`src/rtl/bus_grant_arbiter.sv`:
```
// ----------------------------------------------------------------------------
// bus_grant_arbiter
//
// Purpose:
//   Produces the registered 5-bit one-hot select for the shared 16-bit
//   datapath bus multiplexer. Five requestors (0=PC, 1=MDR, 2=ALU, 3=MARMUX,
//   4=spare) raise level requests. Grants rotate round-robin. A grantee that
//   holds the bus while someone else waits is cut off after HOLD_MAX cycles.
//   An all-zero grant leaves the bus undriven, so it reads as zero.
//
// Parameters:
//   HOLD_MAX  maximum consecutive grant cycles while another requestor waits
//             (0 = unlimited, legal range 0..255)
//   CNT_W     hold counter width, 2**CNT_W must exceed HOLD_MAX
//
// Ports:
//   Clk          in   1  system clock, all state on the rising edge
//   Reset        in   1  asynchronous active-high reset
//   Req          in   5  level requests, bit i = requestor i
//   Grant        out  5  registered one-hot grant or 5'b00000 (mux Select)
//   GrantIdx     out  3  binary index of the grantee, 3'd7 when Grant == 0
//   Busy         out  1  high while Grant != 0
//   HoldExpired  out  1  one-cycle pulse after a grant is cut by the hold limit
//
// Build option:
//   BUS_ARB_TURNAROUND_EN  when defined, every owner change passes through
//                          a one-cycle GAP with Grant == 0 so that two bus
//                          drivers never overlap.
// ----------------------------------------------------------------------------
module bus_grant_arbiter #(
  parameter int unsigned HOLD_MAX = 8,
  parameter int unsigned CNT_W    = 8
) (
  input  logic       Clk,
  input  logic       Reset,
  input  logic [4:0] Req,
  output logic [4:0] Grant,
  output logic [2:0] GrantIdx,
  output logic       Busy,
  output logic       HoldExpired
);

  // --------------------------------------------------------------------------
  // State encoding
  // --------------------------------------------------------------------------
  localparam logic [1:0] ST_IDLE  = 2'd0;
  localparam logic [1:0] ST_GRANT = 2'd1;
`ifdef BUS_ARB_TURNAROUND_EN
  localparam logic [1:0] ST_GAP   = 2'd2;
`endif

  localparam logic [2:0] IDX_NONE = 3'd7;
  localparam logic [2:0] IDX_LAST = 3'd4;

  // Counter value seen during the final permitted cycle of a contested grant.
  localparam logic [CNT_W-1:0] HOLD_LAST =
    (HOLD_MAX == 0) ? '0 : CNT_W'(HOLD_MAX - 1);
  localparam bit HOLD_EN = (HOLD_MAX != 0);

  // --------------------------------------------------------------------------
  // Helpers
  // --------------------------------------------------------------------------
  // First requestor after 'last' in circular order 0..4; IDX_NONE if none.
  function automatic logic [2:0] rr_pick(input logic [4:0] req,
                                         input logic [2:0] last);
    logic [2:0] idx;
    logic       found;
    logic [2:0] j;
    idx   = IDX_NONE;
    found = 1'b0;
    for (int k = 1; k <= 5; k++) begin
      j = 3'((int'(last) + k) % 5);
      if (!found && req[j]) begin
        idx   = j;
        found = 1'b1;
      end
    end
    return idx;
  endfunction

  function automatic logic [4:0] to_onehot(input logic [2:0] idx);
    return (idx <= IDX_LAST) ? (5'b00001 << idx) : 5'b00000;
  endfunction

  // --------------------------------------------------------------------------
  // State registers
  // --------------------------------------------------------------------------
  logic [1:0]       state_q,   state_d;
  logic [4:0]       grant_q,   grant_d;
  logic [2:0]       last_q,    last_d;     // round-robin pointer / owner index
  logic [CNT_W-1:0] cnt_q,     cnt_d;      // cycles held minus one
  logic             hexp_q,    hexp_d;

  // --------------------------------------------------------------------------
  // Request decode
  // --------------------------------------------------------------------------
  logic [4:0] others;        // waiting requestors other than the grantee
  logic       owner_req;     // grantee still requesting
  logic       hold_hit;      // grantee has used its full contested window
  logic       cnt_sat;
  logic [2:0] pick_all;      // pick over every request

  assign others    = Req & ~grant_q;
  assign owner_req = |(Req & grant_q);
  assign cnt_sat   = &cnt_q;
  assign pick_all  = rr_pick(Req, last_q);

  // Greater-or-equal keeps the hold bounded even when a second requestor
  // shows up after the grantee already ran past the limit uncontested.
  assign hold_hit  = HOLD_EN && (cnt_q >= HOLD_LAST);

`ifndef BUS_ARB_TURNAROUND_EN
  // The grantee is masked out, so on a hold revoke the bus goes elsewhere
  // and the old grantee re-queues behind everyone in round-robin order.
  logic [2:0] pick_other;
  assign pick_other = rr_pick(others, last_q);
`endif

  // --------------------------------------------------------------------------
  // Next-state logic
  // --------------------------------------------------------------------------
  always_comb begin
    // NOTE: every signal written here gets a default first; a path that skips
    // an assignment would otherwise infer a latch.
    state_d = state_q;
    grant_d = grant_q;
    last_d  = last_q;
    cnt_d   = cnt_q;
    hexp_d  = 1'b0;

    unique case (state_q)
      ST_IDLE: begin
        if (|Req) begin
          state_d = ST_GRANT;
          grant_d = to_onehot(pick_all);
          last_d  = pick_all;
          cnt_d   = '0;
        end
      end

      ST_GRANT: begin
        if (!owner_req || (hold_hit && |others)) begin
          // A grantee that drops Req on its last window cycle is an ordinary
          // release, so the pulse needs the grantee still requesting.
          hexp_d = owner_req;
          cnt_d  = '0;
`ifdef BUS_ARB_TURNAROUND_EN
          state_d = ST_GAP;
          grant_d = 5'b00000;
`else
          if (|others) begin
            grant_d = to_onehot(pick_other);
            last_d  = pick_other;
          end else begin
            state_d = ST_IDLE;
            grant_d = 5'b00000;
          end
`endif
        end else if (!cnt_sat) begin
          cnt_d = cnt_q + 1'b1;
        end
      end

`ifdef BUS_ARB_TURNAROUND_EN
      ST_GAP: begin
        // The next owner is chosen from Req at GAP exit, not at revoke time;
        // last_q still holds the previous owner, which therefore ranks last.
        if (|Req) begin
          state_d = ST_GRANT;
          grant_d = to_onehot(pick_all);
          last_d  = pick_all;
        end else begin
          state_d = ST_IDLE;
        end
      end
`endif

      default: begin
        state_d = ST_IDLE;
        grant_d = 5'b00000;
        cnt_d   = '0;
      end
    endcase
  end

  // --------------------------------------------------------------------------
  // Registers
  // --------------------------------------------------------------------------
  always_ff @(posedge Clk or posedge Reset) begin
    // NOTE: sequential state uses non-blocking assignments so every register
    // samples the pre-edge values regardless of statement order.
    if (Reset) begin
      state_q <= ST_IDLE;
      grant_q <= 5'b00000;
      last_q  <= IDX_LAST;    // requestor 0 is first in line after reset
      cnt_q   <= '0;
      hexp_q  <= 1'b0;
    end else begin
      state_q <= state_d;
      grant_q <= grant_d;
      last_q  <= last_d;
      cnt_q   <= cnt_d;
      hexp_q  <= hexp_d;
    end
  end

  // --------------------------------------------------------------------------
  // Outputs, all decoded from registered state
  // --------------------------------------------------------------------------
  always_comb begin
    unique case (grant_q)
      5'b00001: GrantIdx = 3'd0;
      5'b00010: GrantIdx = 3'd1;
      5'b00100: GrantIdx = 3'd2;
      5'b01000: GrantIdx = 3'd3;
      5'b10000: GrantIdx = 3'd4;
      default:  GrantIdx = IDX_NONE;
    endcase
  end

  assign Grant       = grant_q;
  assign Busy        = |grant_q;
  assign HoldExpired = hexp_q;

endmodule

```
`config.mk`:
```
export PLATFORM = sky130hd
export DESIGN_NAME = bus_grant_arbiter
export DESIGN_NICKNAME = d
export VERILOG_FILES = /design/src/rtl/bus_grant_arbiter.sv
export SDC_FILE = /design/constraint.sdc
export NUM_CORES = 1
export LEC_CHECK = 0
export ABC_AREA = 1
export CAP_MARGIN = 20
export CORE_MARGIN = 3
export CORE_UTILIZATION = 60
export DETAILED_ROUTE_END_ITERATION = 10
export GPL_ROUTABILITY_DRIVEN = 0
export GPL_TIMING_DRIVEN = 0
export HOLD_SLACK_MARGIN = 0.1
export PLACE_DENSITY = 0.89
export SLEW_MARGIN = 20
export SYNTH_ARGS = -nofsm -noshare
export SYNTH_HDL_FRONTEND = slang
export SYNTH_SLANG_ARGS = --single-unit
```
`constraint.sdc`:
```
create_clock -name Clk -period 4.8 [get_ports Clk]
set_input_delay 0.96 -clock Clk [delete_from_list [all_inputs] [get_ports Clk]]
set_output_delay 0.96 -clock Clk [all_outputs]
set_load 0.02 [all_outputs]
```
# Word-level counts from Yosys, hierarchy flattened
# Cells that the tools add are included.
dict set report classes {
  add_sub_neg 6
  div 5
  order_cmp 8
  eq_ne 11
  n_shift 2
  mux 59
  n_bitwise 3
  n_reduce_logical 30
}
# cell n
set op_table {}
lappend op_table {{$mod 32x4->32 const B} 5}
lappend op_table {{$mux 3} 13}
lappend op_table {{$bmux 1 s3} 10}
lappend op_table {{$mux 5} 5}
lappend op_table {{$mux 8} 3}
lappend op_table {{$lt 3x4->1 const B} 5}
lappend op_table {{$mux 1} 20}
lappend op_table {{$reduce_or 5->1} 4}
lappend op_table {{$pmux 8 s2} 1}
lappend op_table {{$pmux 3 s5} 1}
lappend op_table {{$and 5x5->5} 2}
lappend op_table {{$pmux 5 s2} 1}
lappend op_table {{$shl 1x3->5 const A} 2}
lappend op_table {{$logic_and 1x1->1} 9}
lappend op_table {{$logic_not 1->1} 9}
lappend op_table {{$add 3x2->4 const B} 2}
lappend op_table {{$add 3x3->4 const B} 2}
lappend op_table {{$add 8x1->8 const B} 1}
lappend op_table {{$ge 8x3->1 const B} 1}
lappend op_table {{$ne 2x2->1 const B} 4}
lappend op_table {{$reduce_and 8->1} 1}
lappend op_table {{$le 3x3->1 const B} 2}
lappend op_table {{$mux 2} 3}
lappend op_table {{$pmux 3 s2} 1}
lappend op_table {{16 further kinds} 17}
dict set report totals {
  regBits 19
  inputBits 7
  out_inout_bits 10
  wordCells 129
}

# Longest topological paths before layout
# Gate-level depths: netlist of the first run.
dict set report depth {
  word_depth 22
  ltp_mapped 30
  depth_no_buf 30
}

# Worst setup path before layout of the first run
# No wires, ideal clock.
dict set report synth_timing {
  kind {reg2reg}
  start {register last_q[2]}
  end {register grant_q[0] (netlist: Grant[0])}
  setup_ns 0.117
  t_arrival_ns 3.628
  required_ns 4.683
  path_slack_ns 1.055
  path_stages_with_launch 30
  n_path_buf 1
  synth_period_minus_slack_ns 3.745
  cell_sequence {dfstp_2 > buf_6 > inv_4 > ha_1 > nor2_1 > nor2_1 > a21oi_2 > xor2_1 > ha_1 > fa_1 > nand3_2 > nand2_1 > nand2_2 > inv_2 > nand2_1 > nand3_1 > nand3_1 > nand2_1 > inv_1 > nand3_2 > nor2_4 > nand3_1 > nand2_1 > nand2_4 > nand2_1 > inv_2 > nand2_1 > nand2_1 > nand2_1 > nand2_1}
}
dict set report synth_between {
  elab_chain_len 22
  word_cells_on_any_way 74
  cone_classes {add/sub (5); div (5); order compare (2); shift (2); mux (44); reduce/logical (16)}
}
# item line_no
set synth_lines {}
lappend synth_lines {{start, declared} 90} ;# logic [2:0] last_q, last_d;
lappend synth_lines {{start signal, assigned} 201} ;# last_q <= last_d;
lappend synth_lines {{$add 3x1->4} 72} ;# j = 3'((int'(last) + k) % 5);
lappend synth_lines {{$mod 32x4->32} 72}
lappend synth_lines {{$bmux 1 s3} 73} ;# if (!found && req[j]) begin
lappend synth_lines {{$mux 1 (not written as such)} 73}
lappend synth_lines {{$mux 1} 73}
lappend synth_lines {{$logic_not 1->1} 73}
lappend synth_lines {{$logic_and 1x1->1} 73}
lappend synth_lines {{$mux 1} 73}
lappend synth_lines {{[... 6 more ...]} n/a}
lappend synth_lines {{$logic_not 1->1} 73}
lappend synth_lines {{$logic_and 1x1->1} 73}
lappend synth_lines {{$mux 3} 73}
lappend synth_lines {{$le 3x3->1 or $shl 1x3->5 (tied branches)} 82} ;# return (idx <= IDX_LAST) ? (5'b00001 << idx) : 5'b00000;
lappend synth_lines {{$mux 5} 82}
lappend synth_lines {{$mux 5} 151} ;# if (|others) begin
lappend synth_lines {{$mux 5} 142} ;# if (!owner_req || (hold_hit && |others)) begin
lappend synth_lines {{$pmux 5 s2 (*)} 131} ;# unique case (state_q)
lappend synth_lines {{end signal, assigned} 200} ;# grant_q <= grant_d;
lappend synth_lines {{end, declared} 89} ;# logic [4:0] grant_q, grant_d;
# Every way passes the cells marked *; elsewhere a longest branch is shown, timed or not. The select of a mux whose other input is x is not followed.
# A chain may end at the register's enable or synchronous reset.

# Final worst setup path of the first run
dict set report layout_timing {
  start {register last_q[2]}
  end {register grant_q[4] (netlist: Grant[4])}
}
# The elaborated chain is that of the path after synthesis.

==> reports/results.ini, run 1 <==
[status]
outcome=finished clean

[floorplan]
die_w_um=79.3
die_h_um=79.3
die_area_mm2=0.00629
start_util_pct=62.7
ios=17
core_area_mm2=0.00514
row_count=26

[clock_tree]
cts_setup_buffers=0
cts_max_path_buffers=2
clk_pin_slew_worst_paths_ns=0.07
root_buffer=clkbuf_8
cts_tree=done
cts.sinks=18
htreeDepth=1
worstSkewPairLatency_ns=0.26
holdBufCountCts=0
numCtsBuffers=3

[cells_and_area]
final_common_cell=nand2_1
final_nets=581
antenna_cells=0
final_cell_mix=nand2_1, nand3_1, inv_1, nor2_1, ha_1
drive_above_1_share_pct=15.4
fillers=474
syn_to_final_growth_pct=9.55

[critical_path]
worstPathRequired_ns=5.00
r2r_slack_ns=0.45
rr_endpoint=Grant[4]
max_stage_delay_ns=0.58
reg2reg_depth=28
startpoint_type=register
critPathKind=register to register
worst-path-max-fanout=9
crit_top_cell=nand2_1
reg2reg_from=last_q[2]
endpoint_kind=register
cp_slowest_cell=dfstp_2
crit_arrival_ns=4.55

[global_route]
grt_usage_pct=28.3
grt_max_degree=19
grt_overflow=0
grt_pass1_vias=3394
grt_pass1_wl_um=14600
antenna_found_initial=0

[timing]
rsz0062_at_grt=false
fin_crit_ns=4.35
setup_ws_ns=0.449
hold_violations=0
finalSetupTns_ns=0
final-setup-viol-count=0
holdWs_ns=0.538
max_freq_mhz=230
clock_skew_ns=0.00605
min_period_over_period_pct=90.7
worst_pin_slew_ns=0.677
maxSlewHeadroom_pct=54.8
drv_slew=0

[yosys]
yosys_warnings=0
synthAdderAreaFrac_pct=11.1
synth_mux_area_share_pct=0
synth_simple_gate_area_share_pct=51.9
ys_types=43
avgSynthCellArea_um2=6.14
synth_compound_area_share_pct=11.0
synth_cells=525
syn_area_mm2=0.00322
ys_seq_area_share_pct=14.0
synth_area_leaders=nand2_1, dfrtp_1, nand3_1
syn_nets=560
yosysTopAreaCell=nand2_1
yosysTopAreaCellShare_pct=16.1
synthXorXnorAreaFrac_pct=1.86
synth_top_family_by_area=simple AND/OR/NAND/NOR gates
ys_ff_latch=18

[worst_hold_path]
hold_depth=1
min_from=cnt_q[1]
hold_class=register to register
whs_endpoint=cnt_q[1]

[detailed_routing]
wl_um=8300
drt-vias-per-instance=5.86
vias=3601
dr.first_iter.drc_count=380
wire_per_inst_um=13.5
detail-route-antenna-nets=0
drcViolationCount=0
first_pass_iters=6

[placed_design]
dp_hpwl_um=6690
pre_cts_slack_ns=0.490
io_buffers=16

[flow_run]
cap_violations=0

==> flip-flops by register name, indices dropped and copies added (netlist names) <==
name         flops
Grant            5
state_q          1
HoldExpired      1
last_q           3
cnt_q            8
==> cell usage after synthesis (all sizes together) <==
cell type / number
xor2: 4
buf: 6
ha: 27
nand3b: 5
inv: 72
nor2: 48
fa: 1
nand3: 87
dfstp: 1
nor3b: 2
o211ai: 10
o41ai: 1
nand4: 17
a32o: 1
nor3: 9
a211oi: 1
nand2: 164
o21a: 2
clkbuf: 3
o21ai: 23
a21oi: 14
xnor2: 2
dfrtp: 17
and3: 2
or2: 1
nor4: 1
clkinv: 2
o22ai: 2
==> metal layers <==
layer | vias to the layer above | routed length, um | GRT usage [%]
met5 | - | 0 | 0
met4 | 0 | 185 | 9.97
met3 | 24 | 608 | 2.72
met2 | 153 | 3970 | 49.2
met1 | 1640 | 3540 | 36.2
li1 | 1784 | - | -
==> area by class of cell <==
type | count | area (um^2) | area share [%]
multi-input cells | 424 | 2450 | 69.4
flip-flops and latches | 18 | 452 | 12.8
inverters | 74 | 280 | 7.93
repair buffers | 16 | 160 | 4.53
well taps | 70 | 87.6 | 2.48
clock buffers | 4 | 55.1 | 1.56
plain buffers | 9 | 47.5 | 1.35
==> critical path, delay by kind of cell, from the launching register on <==
family,cells,cell delay [ns]
AOI/OAI and AO/OA,2,0.31
xor gates and xnor gates,1,0.14
adders and majority gates,3,0.97
buffers and inverters,4,0.47
DFF,1,0.58
and+or+nand+nor,18,1.81
==> repair_timing <==
action	CTS	global route
setup endpoints to repair	0	3
hold endpoints to repair	0	0
gates resized for setup	0	1
==> per-stage QoR <==
step / util [%] / instance area, um^2 / instances
3_5_place_dp: 67.6 / 3470 / 611
4_1_cts: 68.6 / 3530 / 615
2_1_floorplan: - / 3220 / 525
5_1_grt: 68.7 / 3530 / 615
3_3_place_gp: 67.6 / 3470 / 611
6_report: 68.7 / 3530 / 615
==> worst max-delay path by stage <==
stage | from | endpoint | slack, ns
after floorplan | last_q[2] | Grant[0] | 1.06
after global placement | last_q[2] | Grant[0] | 0.57
after global routing | last_q[2] | Grant[0] | 0.05
after CTS | last_q[2] | Grant[0] | 0.48
final | last_q[2] | Grant[4] | 0.45
after detailed placement | last_q[2] | Grant[0] | 0.49
==> logic make-up (layout without fill, tap and decap cells) <==
group                    count (synthesis)  count (layout)
buffers and inverters                   83             103
XOR/XNOR                                 6               6
AND/OR/NAND/NOR                        336             336
flip-flops                              18              18
adder cells (fa/ha/maj)                 28              28
AO/OA/AOI/OAI                           54              54
Power of run 1 is not shown: default switching activity piles up to over one toggle a cycle in this logic, so the estimate is an artifact.
==> run 2: changes to the inputs <==
==> constraint.sdc (replaced) <==
create_clock -name Clk -period 4.7 [get_ports Clk]
set_input_delay 0.94 -clock Clk [delete_from_list [all_inputs] [get_ports Clk]]
set_output_delay 0.94 -clock Clk [all_outputs]
set_load 0.02 [all_outputs]
==> run 2 against run 1 <==
Compared with the run above: maximum frequency rose by 1.3%; clock skew rose by 0.00069 ns; cell area rose by 0.42%; utilization rose by 0.29 points; highest routed layer unchanged.
==> reports/results.ini, run 2 (synthesis results as in run 1) <==
[status]
outcome=finished clean

[clock_tree]
root_buffer=clkbuf_8
htreeDepth=1
cts_tree=done
clk_pin_slew_worst_paths_ns=0.07
worstSkewPairLatency_ns=0.26
cts.sinks=18
cts_max_path_buffers=2
numCtsBuffers=3

[critical_path]
endpoint_kind=register
reg2reg_from=last_q[2]
r2r_slack_ns=0.40
startpoint_type=register
worstPathRequired_ns=4.90
critPathKind=register to register
crit_start=last_q[2]
rr_endpoint=Grant[4]
cp_slowest_cell=dfstp_2
worst-path-max-fanout=9
crit_top_cell=nand2_1
reg2reg_depth=28
crit_arrival_ns=4.50
max_stage_delay_ns=0.58

[cells_and_area]
top_register=cnt_q
final_common_cell=nand2_1
final_nets=583
stdcell_count=617
largest_reg_flops=8
drive_above_1_share_pct=15.7
antenna_cells=0
final_cell_area_mm2=0.00355
syn_to_final_growth_pct=10.0
final_cell_mix=nand2_1, nand3_1, inv_1, nor2_1, ha_1

[timing]
rsz0062_at_grt=false
drv_slew=0
finalSetupTns_ns=0
clock_skew_ns=0.00673
worst_pin_slew_ns=0.676
max_freq_mhz=233
min_period_over_period_pct=91.4
final-setup-viol-count=0
maxSlewHeadroom_pct=54.9
hold_violations=0
fin_crit_ns=4.30

[worst_hold_path]
whs_endpoint=cnt_q[1]
hold_depth=1
min_from=cnt_q[1]
hold_class=register to register

[global_route]
grt_overflow=0
antenna_found_initial=0
grt_max_degree=19
grt_usage_pct=28.3
grt_pass1_wl_um=14600
grt_pass1_vias=3394

[detailed_routing]
dr.first_iter.drc_count=396
first_pass_iters=8
detail-route-antenna-nets=0
vias=3613
wire_per_inst_um=13.5
drt-vias-per-instance=5.86
drcViolationCount=0
wl_um=8340

[flow_run]
cap_violations=0

[placed_design]
dp_hpwl_um=6690
dp.cells=611
place_area_mm2=0.00347
io_buffers=16

[floorplan]
ios=17
die_w_um=79.3
core_area_mm2=0.00514
die_h_um=79.3
row_count=26
die_area_mm2=0.00629
start_util_pct=62.7

-- run 2: cell count changes in the layout (fill, tap and decap cells not counted) --
cell   before  now
buf_4       0    2
-- run 2: area by class of cell --
cell class / count / area (um^2)
Buffer: 9 / 47.5
Clock buffer: 4 / 55.1
Fill cell: 472 / 1590
Inverter: 74 / 280
Multi-Input combinational cell: 424 / 2450
Sequential cell: 18 / 452
Tap cell: 70 / 87.6
Timing Repair Buffer: 18 / 175
-- run 2: worst max path at each step --
stage	endpoint	slack, ns
6_report	Grant[4]	0.40
5_1_grt	Grant[0]	0.02
4_1_cts	Grant[0]	0.38
3_5_place_dp	Grant[0]	0.39
3_3_place_gp	Grant[0]	0.47
2_1_floorplan	Grant[0]	0.96
-- run 2: per-layer routing --
layer / up-vias / global-route usage [%] / wire length (um)
met1: 1644 / 36.2 / 3590
met4: 0 / 9.97 / 191
met5: - / 0 / 0
met3: 26 / 2.72 / 600
li1: 1787 / - / -
met2: 156 / 49.2 / 3960
-- run 2: repair_timing --
| item | CTS | global route |
|---|---|---|
| gates resized for setup | 0 | 1 |
| buffers inserted | 0 | 2 |
| endpoints found under the setup margin | 0 | 7 |
| hold buffers | 0 | 0 |
-- run 2: per-stage QoR --
step           worst slack, ns  hold slack [ns]  utilization, %
6_report                 0.404            0.541            69.0
5_1_grt                 0.0247            0.573            69.0
4_1_cts                  0.376            0.533            68.6
3_5_place_dp             0.390            0.517            67.6
3_3_place_gp             0.468            0.509            67.6
2_1_floorplan            0.955            0.492               -
-- run 2: critical path: cells and delay by family (launching register included) --
family          cells  cell delay (ns)
simple gates       18             1.83
fa+ha+maj           3             0.97
flops               1             0.58
buf+inv             4             0.47
compound gates      2             0.26
xor+xnor            1             0.12
Power of run 2 is left out for the same reason.
==> run 3: changes to the inputs <==
--- a/config.mk
+++ b/config.mk
@@ -7,14 +7,13 @@
 export LEC_CHECK = 0
 export ABC_AREA = 1
 export CAP_MARGIN = 20
-export CORE_MARGIN = 3
 export CORE_UTILIZATION = 60
 export DETAILED_ROUTE_END_ITERATION = 10
 export GPL_ROUTABILITY_DRIVEN = 0
 export GPL_TIMING_DRIVEN = 0
 export HOLD_SLACK_MARGIN = 0.1
 export PLACE_DENSITY = 0.89
-export SLEW_MARGIN = 20
+export SKIP_CTS_REPAIR_TIMING = 1
 export SYNTH_ARGS = -nofsm -noshare
 export SYNTH_HDL_FRONTEND = slang
 export SYNTH_SLANG_ARGS = --single-unit
==> run 3 against run 2 <==
Compared with the run above: sequential share of layout area is essentially flat; worst setup slack worse by 0.12 ns; critical path depth fell by 1; clock skew about the same; non-clock buffer count grew 1; flip-flop and latch count is the same; hold slack worse by 0.0016 ns; utilization decreased by 0.073 points; global-route usage grew 3.1 points; via count barely moved.
==> reports/results.ini, run 3 (synthesis results as in run 1) <==
[timing]
worst_pin_slew_ns=0.640
rsz0062_at_grt=false
drv_slew=0
final-setup-viol-count=0
finalSetupTns_ns=0
min_period_over_period_pct=93.9
clock_skew_ns=0.00678
maxSlewHeadroom_pct=57.3
hold_violations=0
fin_crit_ns=4.41
max_freq_mhz=227

[worst_hold_path]
hold_depth=1
hold_class=register to register
whs_endpoint=cnt_q[1]
min_from=cnt_q[1]

[global_route]
grt_usage_pct=31.4
grt_max_degree=19
grt_pass1_wl_um=13900
antenna_found_initial=0
grt_overflow=0
grt_pass1_vias=3308

[cells_and_area]
antenna_cells=0
top_register=cnt_q
drive_above_1_share_pct=15.7
final-seq-area_um2=452
largest_reg_flops=8
final_nets=584
final_common_cell=nand2_1
multiInputGateArea_mm2=0.00244
final_cell_mix=nand2_1, nand3_1, inv_1, nor2_1, ha_1
fillers=490
syn_to_final_growth_pct=9.90

[placed_design]
io_buffers=16
dp_hpwl_um=6870

[clock_tree]
htreeDepth=1
cts.sinks=18
worstSkewPairLatency_ns=0.25
cts_tree=done
cts_max_path_buffers=2
numCtsBuffers=3
root_buffer=clkbuf_8
clk_pin_slew_worst_paths_ns=0.06

[critical_path]
rr_endpoint=Grant[0]
startpoint_type=register
reg2reg_from=last_q[2]
critPathKind=register to register
worst-path-max-fanout=9
endpoint_kind=register
r2r_slack_ns=0.29
worstPathRequired_ns=4.85
crit_arrival_ns=4.56
crit_start=last_q[2]
reg2reg_depth=27

[detailed_routing]
detail-route-antenna-nets=0
vias=3615
first_pass_iters=9
drcViolationCount=0
dr.first_iter.drc_count=382
wl_um=8650
wire_per_inst_um=14.0
drt-vias-per-instance=5.85

[flow_run]
cap_violations=0

[floorplan]
core_area_mm2=0.00514
die_h_um=75.3
row_count=26
ios=17
start_util_pct=62.7
die_area_mm2=0.00567
die_w_um=75.3

[status]
outcome=finished clean

-- run 3: metrics by stage --
step / hold WS, ns / instance area [um^2] / util [%] / setup WS (ns) / instances
detailed placement: 0.525 / 3470 / 67.6 / 0.397 / 611
global route: 0.576 / 3540 / 68.9 / 0.0114 / 618
CTS: 0.540 / 3520 / 68.4 / 0.381 / 615
floorplan: 0.492 / 3220 / - / 0.955 / 525
global placement: 0.514 / 3470 / 67.6 / 0.464 / 611
finish: 0.540 / 3540 / 68.9 / 0.288 / 618
-- run 3: area by class of cell --
class | count | share of cell area (%)
inverter | 74 | 8.02
multi-input combinational | 424 | 69.0
tap | 70 | 2.47
sequential | 18 | 12.7
clock buffer | 4 | 1.27
buffer | 9 | 1.34
timing repair buffer | 19 | 5.16
-- run 3: worst max path at each step --
stage / endpoint / cells past startpoint / slack, ns
after floorplan: Grant[0] / 29 / 0.96
after detailed placement: Grant[0] / 27 / 0.40
after global routing: Grant[0] / 27 / 0.01
after global placement: Grant[0] / 27 / 0.46
final: Grant[0] / 27 / 0.29
after CTS: Grant[0] / 27 / 0.38
-- run 3: routing by layer --
metal / part of all wire [%] / track usage (%) / routed length, um
met5: 0 / 0 / 0
met4: 2.6 / 12.6 / 225
met3: 7.6 / 3.57 / 655
met2: 48 / 55.6 / 4150
met1: 42 / 38.9 / 3620
-- run 3: critical path, cell delays in order, from the launching register on --
cell and delay, ns:
dfstp_2 0.57, buf_6 0.16, inv_4 0.07, ha_1 0.32, nor2_1 0.11, nor2_1 0.06
a21oi_2 0.21, xor2_1 0.13, ha_1 0.21, fa_1 0.43, nand3_2 0.13, nand2_1 0.07
nand2_2 0.18, inv_2 0.07, nor3_1 0.27, nand2_1 0.14, nand2_1 0.15, inv_1 0.12
nand4_1 0.12, nor2_1 0.05, nor2_1 0.22, nand3_1 0.17, nand2_1 0.12, inv_2 0.03
nand2_1 0.04, nand2_1 0.05, nand2_1 0.05, nand2_1 0.04
Power of run 3 is left out for the same reason.
